[src/rtl/registro_botones_pb.sv]
// Debounced push-button port for the PicoBlaze IN bus: press events are latched, read as
// clear-on-read codes or as a status bitmap. Define BTN_AUTOREPEAT_EN for hold-to-repeat.
module registro_botones_pb #(
  parameter int         N_BTN       = 4,
  parameter int         DB_CYCLES   = 1000,
  parameter logic [7:0] PORT_EVENT  = 8'h03,
  parameter logic [7:0] PORT_STATUS = 8'h04,
  parameter logic [7:0] CODE_BASE   = 8'h04,
  parameter int         REP_DELAY   = 500000,
  parameter int         REP_PERIOD  = 100000
) (
  input  logic             clk,
  input  logic             reset,
  input  logic [N_BTN-1:0] btn,
  input  logic [7:0]       port_id,
  input  logic             read_strobe,
  output logic [7:0]       in_port,
  output logic             irq
);

  localparam int IDX_W = (N_BTN > 1) ? $clog2(N_BTN) : 1;
  localparam int DB_W  = $clog2(DB_CYCLES);
  localparam logic [DB_W-1:0] DB_LAST = DB_W'(DB_CYCLES - 1);

  if (N_BTN < 1 || N_BTN > 8 || DB_CYCLES < 2 || CODE_BASE == 8'h00 ||
      (int'(CODE_BASE) + N_BTN - 1) > 255 || REP_DELAY < 1 || REP_PERIOD < 1) begin : g_param_check
    $error("registro_botones_pb: illegal parameter combination");
  end

  logic [N_BTN-1:0] sync_meta, sync_q, stable, stable_d, press, set_mask;
  logic [N_BTN-1:0] pending, clr_mask;
  logic [DB_W-1:0]  db_cnt [N_BTN];
  logic [IDX_W-1:0] rep_idx, evt_idx;
  logic [7:0]       evt_code;
  logic             clr_en;

  // Debounce: a level is accepted only after DB_CYCLES consecutive differing samples
  always_ff @(posedge clk) begin
    if (reset) begin
      sync_meta <= '0;
      sync_q    <= '0;
      stable    <= '0;
      stable_d  <= '0;
      for (int i = 0; i < N_BTN; i++) db_cnt[i] <= '0;
    end else begin
      sync_meta <= btn;
      sync_q    <= sync_meta;
      stable_d  <= stable;
      for (int i = 0; i < N_BTN; i++) begin
        if (sync_q[i] == stable[i]) begin
          db_cnt[i] <= '0;
        end else if (db_cnt[i] == DB_LAST) begin
          stable[i] <= sync_q[i];
          db_cnt[i] <= '0;
        end else begin
          db_cnt[i] <= db_cnt[i] + 1'b1;
        end
      end
    end
  end

  assign press = stable & ~stable_d;

`ifdef BTN_AUTOREPEAT_EN
  localparam int REP_MAX = (REP_DELAY > REP_PERIOD) ? REP_DELAY : REP_PERIOD;
  localparam int REP_W   = $clog2(REP_MAX + 1);

  logic [REP_W-1:0] rep_cnt [N_BTN];
  logic [N_BTN-1:0] rep_first, rep_hit;

  // rep_cnt holds cycles elapsed since the last event on a held channel
  always_comb begin
    rep_hit = '0;
    for (int i = 0; i < N_BTN; i++) begin
      rep_hit[i] = stable[i] && !press[i] &&
                   (rep_cnt[i] == (rep_first[i] ? REP_W'(REP_DELAY) : REP_W'(REP_PERIOD)));
    end
  end

  always_ff @(posedge clk) begin
    if (reset) begin
      rep_first <= '1;
      for (int i = 0; i < N_BTN; i++) rep_cnt[i] <= '0;
    end else begin
      for (int i = 0; i < N_BTN; i++) begin
        if (!stable[i]) begin
          rep_cnt[i]   <= '0;
          rep_first[i] <= 1'b1;
        end else if (press[i]) begin
          rep_cnt[i]   <= REP_W'(1);
          rep_first[i] <= 1'b1;
        end else if (rep_hit[i]) begin
          rep_cnt[i]   <= REP_W'(1);
          rep_first[i] <= 1'b0;
        end else begin
          rep_cnt[i]   <= rep_cnt[i] + 1'b1;
        end
      end
    end
  end

  assign set_mask = press | rep_hit;
`else
  assign set_mask = press;
`endif

  // Lowest pending index wins the event code
  always_comb begin
    evt_code = 8'h00;
    evt_idx  = '0;
    for (int i = N_BTN - 1; i >= 0; i--) begin
      if (pending[i]) begin
        evt_code = CODE_BASE + 8'(i);
        evt_idx  = IDX_W'(i);
      end
    end
  end

  assign clr_en = read_strobe && (port_id == PORT_EVENT) && (in_port != 8'h00);

  always_comb begin
    clr_mask = '0;
    for (int i = 0; i < N_BTN; i++) clr_mask[i] = clr_en && (rep_idx == IDX_W'(i));
  end

  // A set in the same cycle as its clear wins, so no press is lost
  always_ff @(posedge clk) begin
    if (reset) begin
      pending <= '0;
      in_port <= 8'h00;
      rep_idx <= '0;
    end else begin
      pending <= (pending & ~clr_mask) | set_mask;
      if (port_id == PORT_EVENT) begin
        in_port <= evt_code;
        if (|pending) rep_idx <= evt_idx;
      end else if (port_id == PORT_STATUS) begin
        in_port <= 8'(pending);
      end else begin
        in_port <= 8'hFF;
      end
    end
  end

  assign irq = |pending;

endmodule

[config.mk]
export PLATFORM = sky130hd
export DESIGN_NAME = registro_botones_pb
export DESIGN_NICKNAME = d
export VERILOG_FILES = /design/src/rtl/registro_botones_pb.sv
export SDC_FILE = /design/constraint.sdc
export NUM_CORES = 1
export LEC_CHECK = 0
export CORE_MARGIN = 3
export CORE_UTILIZATION = 35
export DETAILED_ROUTE_END_ITERATION = 12
export GPL_TIMING_DRIVEN = 0
export PLACE_DENSITY_LB_ADDON = 0.12
export RECOVER_POWER = 100
export SLEW_MARGIN = 5
export SYNTH_ARGS = -nofsm -noshare
export SYNTH_HDL_FRONTEND = slang
export SYNTH_SLANG_ARGS = --single-unit
[constraint.sdc]
create_clock -name clk -period 2.2 [get_ports clk]
set_input_delay 0.55 -clock clk [delete_from_list [all_inputs] [get_ports clk]]
set_output_delay 0.55 -clock clk [all_outputs]
set_load 0.02 [all_outputs]
==> results of run 1 <==
[flip-flops by register name, summed over array words and instances (netlist names)]
signal     cells
db_cnt        40
rep_idx        2
stable_d       4
pending        4
sync_q         4
sync_meta      4
stable         4
in_port        5
[routing by layer]
metal | vias to the layer above | global-route usage | share of wire | routed length, um
li1 | 1228 | - | - | -
met4 | 0 | 0.06135 | 0.018 | 100
met1 | 1077 | 0.1610 | 0.50 | 2817
met3 | 9 | 0.02686 | 0.044 | 246
met2 | 38 | 0.1846 | 0.43 | 2437
met5 | - | 0 | 0 | 0
[worst paths after layout]
path                              start                    endpoint  slack (ps)
max reg2reg  db_cnt[3][0]$_SDFFCE_PN0P_  db_cnt[3][3]$_SDFFCE_PN0P_         270
min             sync_meta[3]$_SDFF_PP0_        sync_q[3]$_SDFF_PP0_         440
max                          port_id[4]       pending[2]$_SDFF_PP0_         100
min reg2reg     sync_meta[3]$_SDFF_PP0_        sync_q[3]$_SDFF_PP0_         440
[power by group through the flow]
stage / sequential, mW / clock [mW] / combinational [mW]
after floorplan: 1.44 / 0 / 0.0903
after global placement: 1.44 / 0 / 0.155
after detailed placement: 1.44 / 0 / 0.156
after CTS: 1.41 / 0.932 / 0.157
after global routing: 1.42 / 0.970 / 0.175
final: 1.41 / 0.893 / 0.153
[through the flow]
stage,utilization,hold slack (ps),cell area (sq um),setup slack [ps],cells
after CTS,0.4405,441.4,3860,40.61,495
after floorplan,-,413.8,3327,526.5,349
after detailed placement,0.4213,426.4,3692,-206.7,480
after global placement,0.4213,423.7,3692,-164.1,480
after global routing,0.4392,463.7,3849,12.36,495
final,0.4392,436.2,3849,101.6,495
[worst reg2reg max path, stage by stage (launching register included)]
cell	delay, ps
edfxtp_1	400
ha_1	220
nand2_1	100
nor4_1	440
or2_2	190
clkbuf_1	240
nor2_1	100
[cells in the final DEF, fill, tap and decap left out, types with 2 or more instances in the layout]
cell type,Yosys,layout
and4_1,4,4
nor3_1,5,5
dfxtp_1,27,27
or3_1,4,4
nand2b_1,6,6
a31oi_1,6,6
clkdlybuf4s50_1,0,13
and3_1,4,4
o21bai_1,3,3
dlygate4sd3_1,0,9
nand4_1,8,8
xor2_1,17,17
o221a_2,2,2
or2_2,2,2
clkinvlp_4,0,2
mux2i_1,2,2
o21ai_0,7,7
edfxtp_1,40,40
conb_1,1,40
nand2_1,20,20
nor2_1,48,48
a311oi_1,3,3
ha_1,4,4
xnor2_1,9,9
clkbuf_8,0,10
nor4_1,4,4
buf_4,3,3
o22ai_1,3,3
a21oi_1,18,18
clkinv_2,0,3
nor2b_1,20,20
clkbuf_1,3,5
nand3_1,17,17
inv_1,7,7
[kinds of logic after synthesis]
family	synth area share
other	0.001179
AO/OA/AOI/OAI	0.09324
buffers and inverters	0.02046
adder cells (fa/ha/maj)	0.01574
XOR/XNOR	0.07160
AND/OR/NAND/NOR	0.2439
multiplexers	0.006295
flip-flops	0.5476
[final cells by class]
cell class / count / area, sq um
Clock inverter: 5 / 30.03
Tap cell: 108 / 135.1
Sequential cell: 67 / 1742
Inverter: 7 / 26.28
Fill cell: 888 / 4915
Timing Repair Buffer: 23 / 224.0
Clock buffer: 10 / 137.6
Multi-Input combinational cell: 268 / 1516
Buffer: 7 / 37.54
==> impl_metrics.json, run 1 <==
{
  "status": "finished clean",
  "numCtsBuffers": 9,
  "synth.top_cells.by_area": "edfxtp_1 (38%), dfxtp_1 (17%), nor2_1 (5.7%)",
  "cp_max_fo": 4,
  "crit_arrival_ps": 2310,
  "drt_iter0_drc": 68,
  "drive_above_1_share": 0.07235,
  "postSynthCellCount": 310,
  "area_delta_synth_final_pct": 21.01,
  "peakVddDrop_mv": 0.3336,
  "cts_tree": "done",
  "portBuffers": 23,
  "wire_per_inst_um": 11.32,
  "final_nets": 402,
  "diodes": 0,
  "finalPower_mw": 2.457,
  "syn_avg_cell_area_sq_um": 10.26,
  "critPathCaptureType": "flip-flop",
  "power_frac_seq": 0.575,
  "start_util": 0.3629,
  "holdPathStages": 1,
  "antenna_found_initial": 0,
  "slew_violations": 0,
  "clk_latency_ps": 340,
  "cts_setup_buffers": 0,
  "ys_seq_elements": 67,
  "dieHeight_um": 101.3,
  "fin_skew_ps": 11.71,
  "h-tree-depth": 3,
  "firstDrtPassIters": 4,
  "gp_congestion": 0.7764,
  "vias_per_cell": 4.752,
  "die_area_sq_um": 10270,
  "routed_wl_um": 5603,
  "cp_data_required_time_ps": 2410,
  "ant_nets": 0,
  "clockRootBuffer": "clkbuf_8",
  "die_w_um": 101.3,
  "p_switching_mw": 0.5840,
  "cts-resized-gates": 0,
  "setup.worst_path.class": "input port to flip-flop",
  "p_leak_nw": 1.464,
  "crit_family": "simple AND/OR/NAND/NOR gates",
  "max_cap_viol_count": 0,
  "synth_area_leader_cell": "edfxtp_1",
  "setup_viol": 0,
  "rsz0062_at_grt": "false",
  "synth.most_common_cell": "nor2_1",
  "cts_hold_buf": 0,
  "grt_pass1_wl_um": 9942,
  "max_slew.worst_pin.slew_ps": 590.2,
  "power_density_nw_per_um2": 638.5,
  "dp_hpwl_um": 4064,
  "worst-path-buf-inv": 1,
  "num_rows": 34,
  "overflow": 0,
  "p_int_mw": 1.873,
  "yosys_warnings": 0,
  "comb_power_share": 0.062,
  "grt_usage": 0.1209,
  "core_area_sq_um": 8763,
  "synth_common_cells": "nor2_1 (48), edfxtp_1 (40), dfxtp_1 (27)",
  "post-route-period-util": 0.9538,
  "io_pins": 24,
  "power.share.clock": 0.363,
  "crit_cells": 5,
  "critPathLaunchType": "input port",
  "synth_top_area_frac": 0.3777,
  "fmax_ghz": 0.4766,
  "min_path_type": "flip-flop to flip-flop",
  "finalHoldViolCount": 0,
  "cts.clk_slew.worst_paths_ps": 80,
  "reg2regPathDepth": 6,
  "async_reset_ff_frac": 0,
  "p_sw_frac": 0.2377,
  "tns_ps": 0,
  "relSlewSlack": 0.6024,
  "grt_max_degree": 12,
  "cts_sinks": 67,
  "vias": 2352,
  "synth-edff-count": 40,
  "path_cells": "dlygate4sd3_1, or4_1, nor3_4, o311a_2, a31oi_1",
  "cp_slowest_stage_delay_ps": 650,
  "ys_seq_area_frac": 0.5476,
  "min_period_ps": 2098,
  "ys.flop_type": "edfxtp_1",
  "grt_pass1_vias": 2212,
  "synth_area_sq_um": 3181,
  "cts_buffer_depth": 2,
  "ys_types": 42,
  "drc_errors": 0,
  "cp_slowest_cell": "or4_1"
}
No activity file was read; power rests on OpenSTA's default activity.
==> inputs of run 2 (changes only) <==
==> constraint.sdc (replaced) <==
create_clock -name clk -period 1.85 [get_ports clk]
set_input_delay 0.4625 -clock clk [delete_from_list [all_inputs] [get_ports clk]]
set_output_delay 0.4625 -clock clk [all_outputs]
set_load 0.02 [all_outputs]
==> run 2 against run 1 <==
Effect of this change: wire length rose by 2.3%; combinational power rose by 23%; non-clock buffer count up 2; worst setup slack got worse by 57 ps; sequential power grew 19%; clock-buffer cell count unchanged; power up 19%; critical path type is now flip-flop to flip-flop; worst hold slack got worse by 0.66 ps; highest routed layer unchanged.
==> impl_metrics.json, run 2 (synthesized netlist as in run 1, its figures left out) <==
{
  "largest_reg_flops": 40,
  "reg_top3": "db_cnt (40), in_port (5)",
  "max_cap_viol_count": 0,
  "crit_start": "db_cnt[3][0]$_SDFFCE_PN0P_",
  "dieHeight_um": 101.3,
  "area_delta_synth_final_pct": 23.29,
  "die_w_um": 101.3,
  "wire_per_inst_um": 11.54,
  "crit_end": "db_cnt[3][8]$_SDFFCE_PN0P_",
  "status": "finished clean",
  "clk_latency_ps": 340,
  "overflow": 0,
  "portBuffers": 23,
  "power_density_nw_per_um2": 747.0,
  "num_rows": 34,
  "cts_hold_buf": 0,
  "place_ws_ps": -469.2,
  "numCtsBuffers": 9,
  "final_cell_mix": "nor2_1 (46), edfxtp_1 (40), conb_1 (40)",
  "hp-start": "sync_meta[3]$_SDFF_PP0_",
  "layout_commonest_cell": "nor2_1",
  "drive_above_1_share": 0.1003,
  "regMostFlops": "db_cnt",
  "final_nets": 404,
  "start_util": 0.3629,
  "vias_per_cell": 4.744,
  "grt_max_degree": 12,
  "setup_viol": 0,
  "core_area_sq_um": 8763,
  "slew_violations": 0,
  "clockRootBuffer": "clkbuf_8",
  "die_area_sq_um": 10270,
  "grt_pass1_wl_um": 10070,
  "reg2reg_from": "db_cnt[3][0]$_SDFFCE_PN0P_",
  "fmax_ghz": 0.5538,
  "min_path_type": "flip-flop to flip-flop",
  "ant_nets": 0,
  "reg2regPathDepth": 5,
  "p_leak_nw": 1.539,
  "io_pins": 24,
  "crit_arrival_ps": 1900,
  "drt_iter0_drc": 50,
  "cts.clk_slew.worst_paths_ps": 80,
  "antenna_found_initial": 0,
  "vias": 2358,
  "r2r_slack_ps": 40,
  "h-tree-depth": 3,
  "setup.worst_path.class": "flip-flop to flip-flop",
  "critPathLaunchType": "flip-flop",
  "cp_data_required_time_ps": 1940,
  "r2r_end": "db_cnt[3][8]$_SDFFCE_PN0P_",
  "fill_cells": 884,
  "min_period_ps": 1806,
  "finalHoldViolCount": 0,
  "drc_errors": 0,
  "cts_tree": "done",
  "cp_max_fo": 4,
  "dp_hpwl_um": 4064,
  "cts_buffer_depth": 2,
  "tns_ps": 0,
  "firstDrtPassIters": 4,
  "post-route-period-util": 0.9761,
  "gp_congestion": 0.7764,
  "cts_sinks": 67,
  "routed_wl_um": 5734,
  "diodes": 0,
  "critPathCaptureType": "flip-flop",
  "grt_usage": 0.1225,
  "peakVddDrop_mv": 0.3965,
  "fin_skew_ps": 11.84,
  "rsz0062_at_grt": "true",
  "grt_pass1_vias": 2221,
  "layout_setup_ws_ps": 44.13
}
==> run 2: worst min-delay path by stage <==
stage | to | slack (ps) | depth (start not counted)
floorplan | sync_q[0]$_SDFF_PP0_ | 410 | 1
global placement | sync_q[3]$_SDFF_PP0_ | 420 | 1
detailed placement | sync_q[2]$_SDFF_PP0_ | 430 | 1
CTS | sync_q[2]$_SDFF_PP0_ | 440 | 1
global route | sync_q[3]$_SDFF_PP0_ | 460 | 1
finish | sync_q[3]$_SDFF_PP0_ | 440 | 1
==> run 2: power breakdown <==
part	switching, mW	internal [mW]
sequential	0.0493	1.63
combinational	0.0959	0.0917
clock	0.552	0.508
==> run 2: through the flow <==
step / hold WS [ps] / area, sq um / instances / power, mW / utilization
2_1_floorplan: 413.8 / 3327 / 349 / 1.816 / -
3_3_place_gp: 423.7 / 3692 / 480 / 1.897 / 0.4213
3_5_place_dp: 426.4 / 3692 / 480 / 1.899 / 0.4213
4_1_cts: 441.4 / 3862 / 495 / 2.973 / 0.4407
5_1_grt: 463.7 / 3921 / 497 / 3.058 / 0.4475
6_report: 435.5 / 3921 / 497 / 2.929 / 0.4475
==> run 2: per-layer routing <==
layer,share of wire,up-vias,wire length [um],global-route usage
met3,0.042,9,238,0.02686
met1,0.50,1078,2849,0.1632
met4,0.017,0,100,0.06135
met2,0.44,38,2546,0.1876
met5,0,-,0,0
li1,-,1233,-,-
==> run 2: area by class of cell <==
cell class	count	area (sq um)	area share
Inverter	7	26.28	0.006701
Clock inverter	5	30.03	0.007658
Clock buffer	10	137.6	0.03510
Timing Repair Buffer	25	246.5	0.06286
Buffer	7	41.29	0.01053
Sequential cell	67	1742	0.4442
Multi-Input combinational cell	268	1563	0.3985
Tap cell	108	135.1	0.03446
==> run 2: timing repair <==
| action | CTS | global route |
|---|---|---|
| setup buffers | 0 | 2 |
| setup endpoints to repair | 15 | 41 |
| pin swaps | 0 | 5 |
| gates resized for setup | 6 | 16 |
| hold endpoints to repair | 0 | 0 |
==> run 2: critical path: stages (launching register included) <==
cell and delay (ps):
edfxtp_1 440, ha_4 170, nand2_1 120, or4b_2 660, nand3_1 110, a31oi_1 70
==> inputs of run 3 (changes only) <==
--- a/config.mk
+++ b/config.mk
@@ -7,6 +7,7 @@
 export LEC_CHECK = 0
 export CORE_MARGIN = 3
 export CORE_UTILIZATION = 35
+export CTS_CLUSTER_SIZE = 10
 export DETAILED_ROUTE_END_ITERATION = 12
 export GPL_TIMING_DRIVEN = 0
 export PLACE_DENSITY_LB_ADDON = 0.12
==> results of run 3 <==
Same layout as run 2: the final DEF is identical, and so are final timing and power.
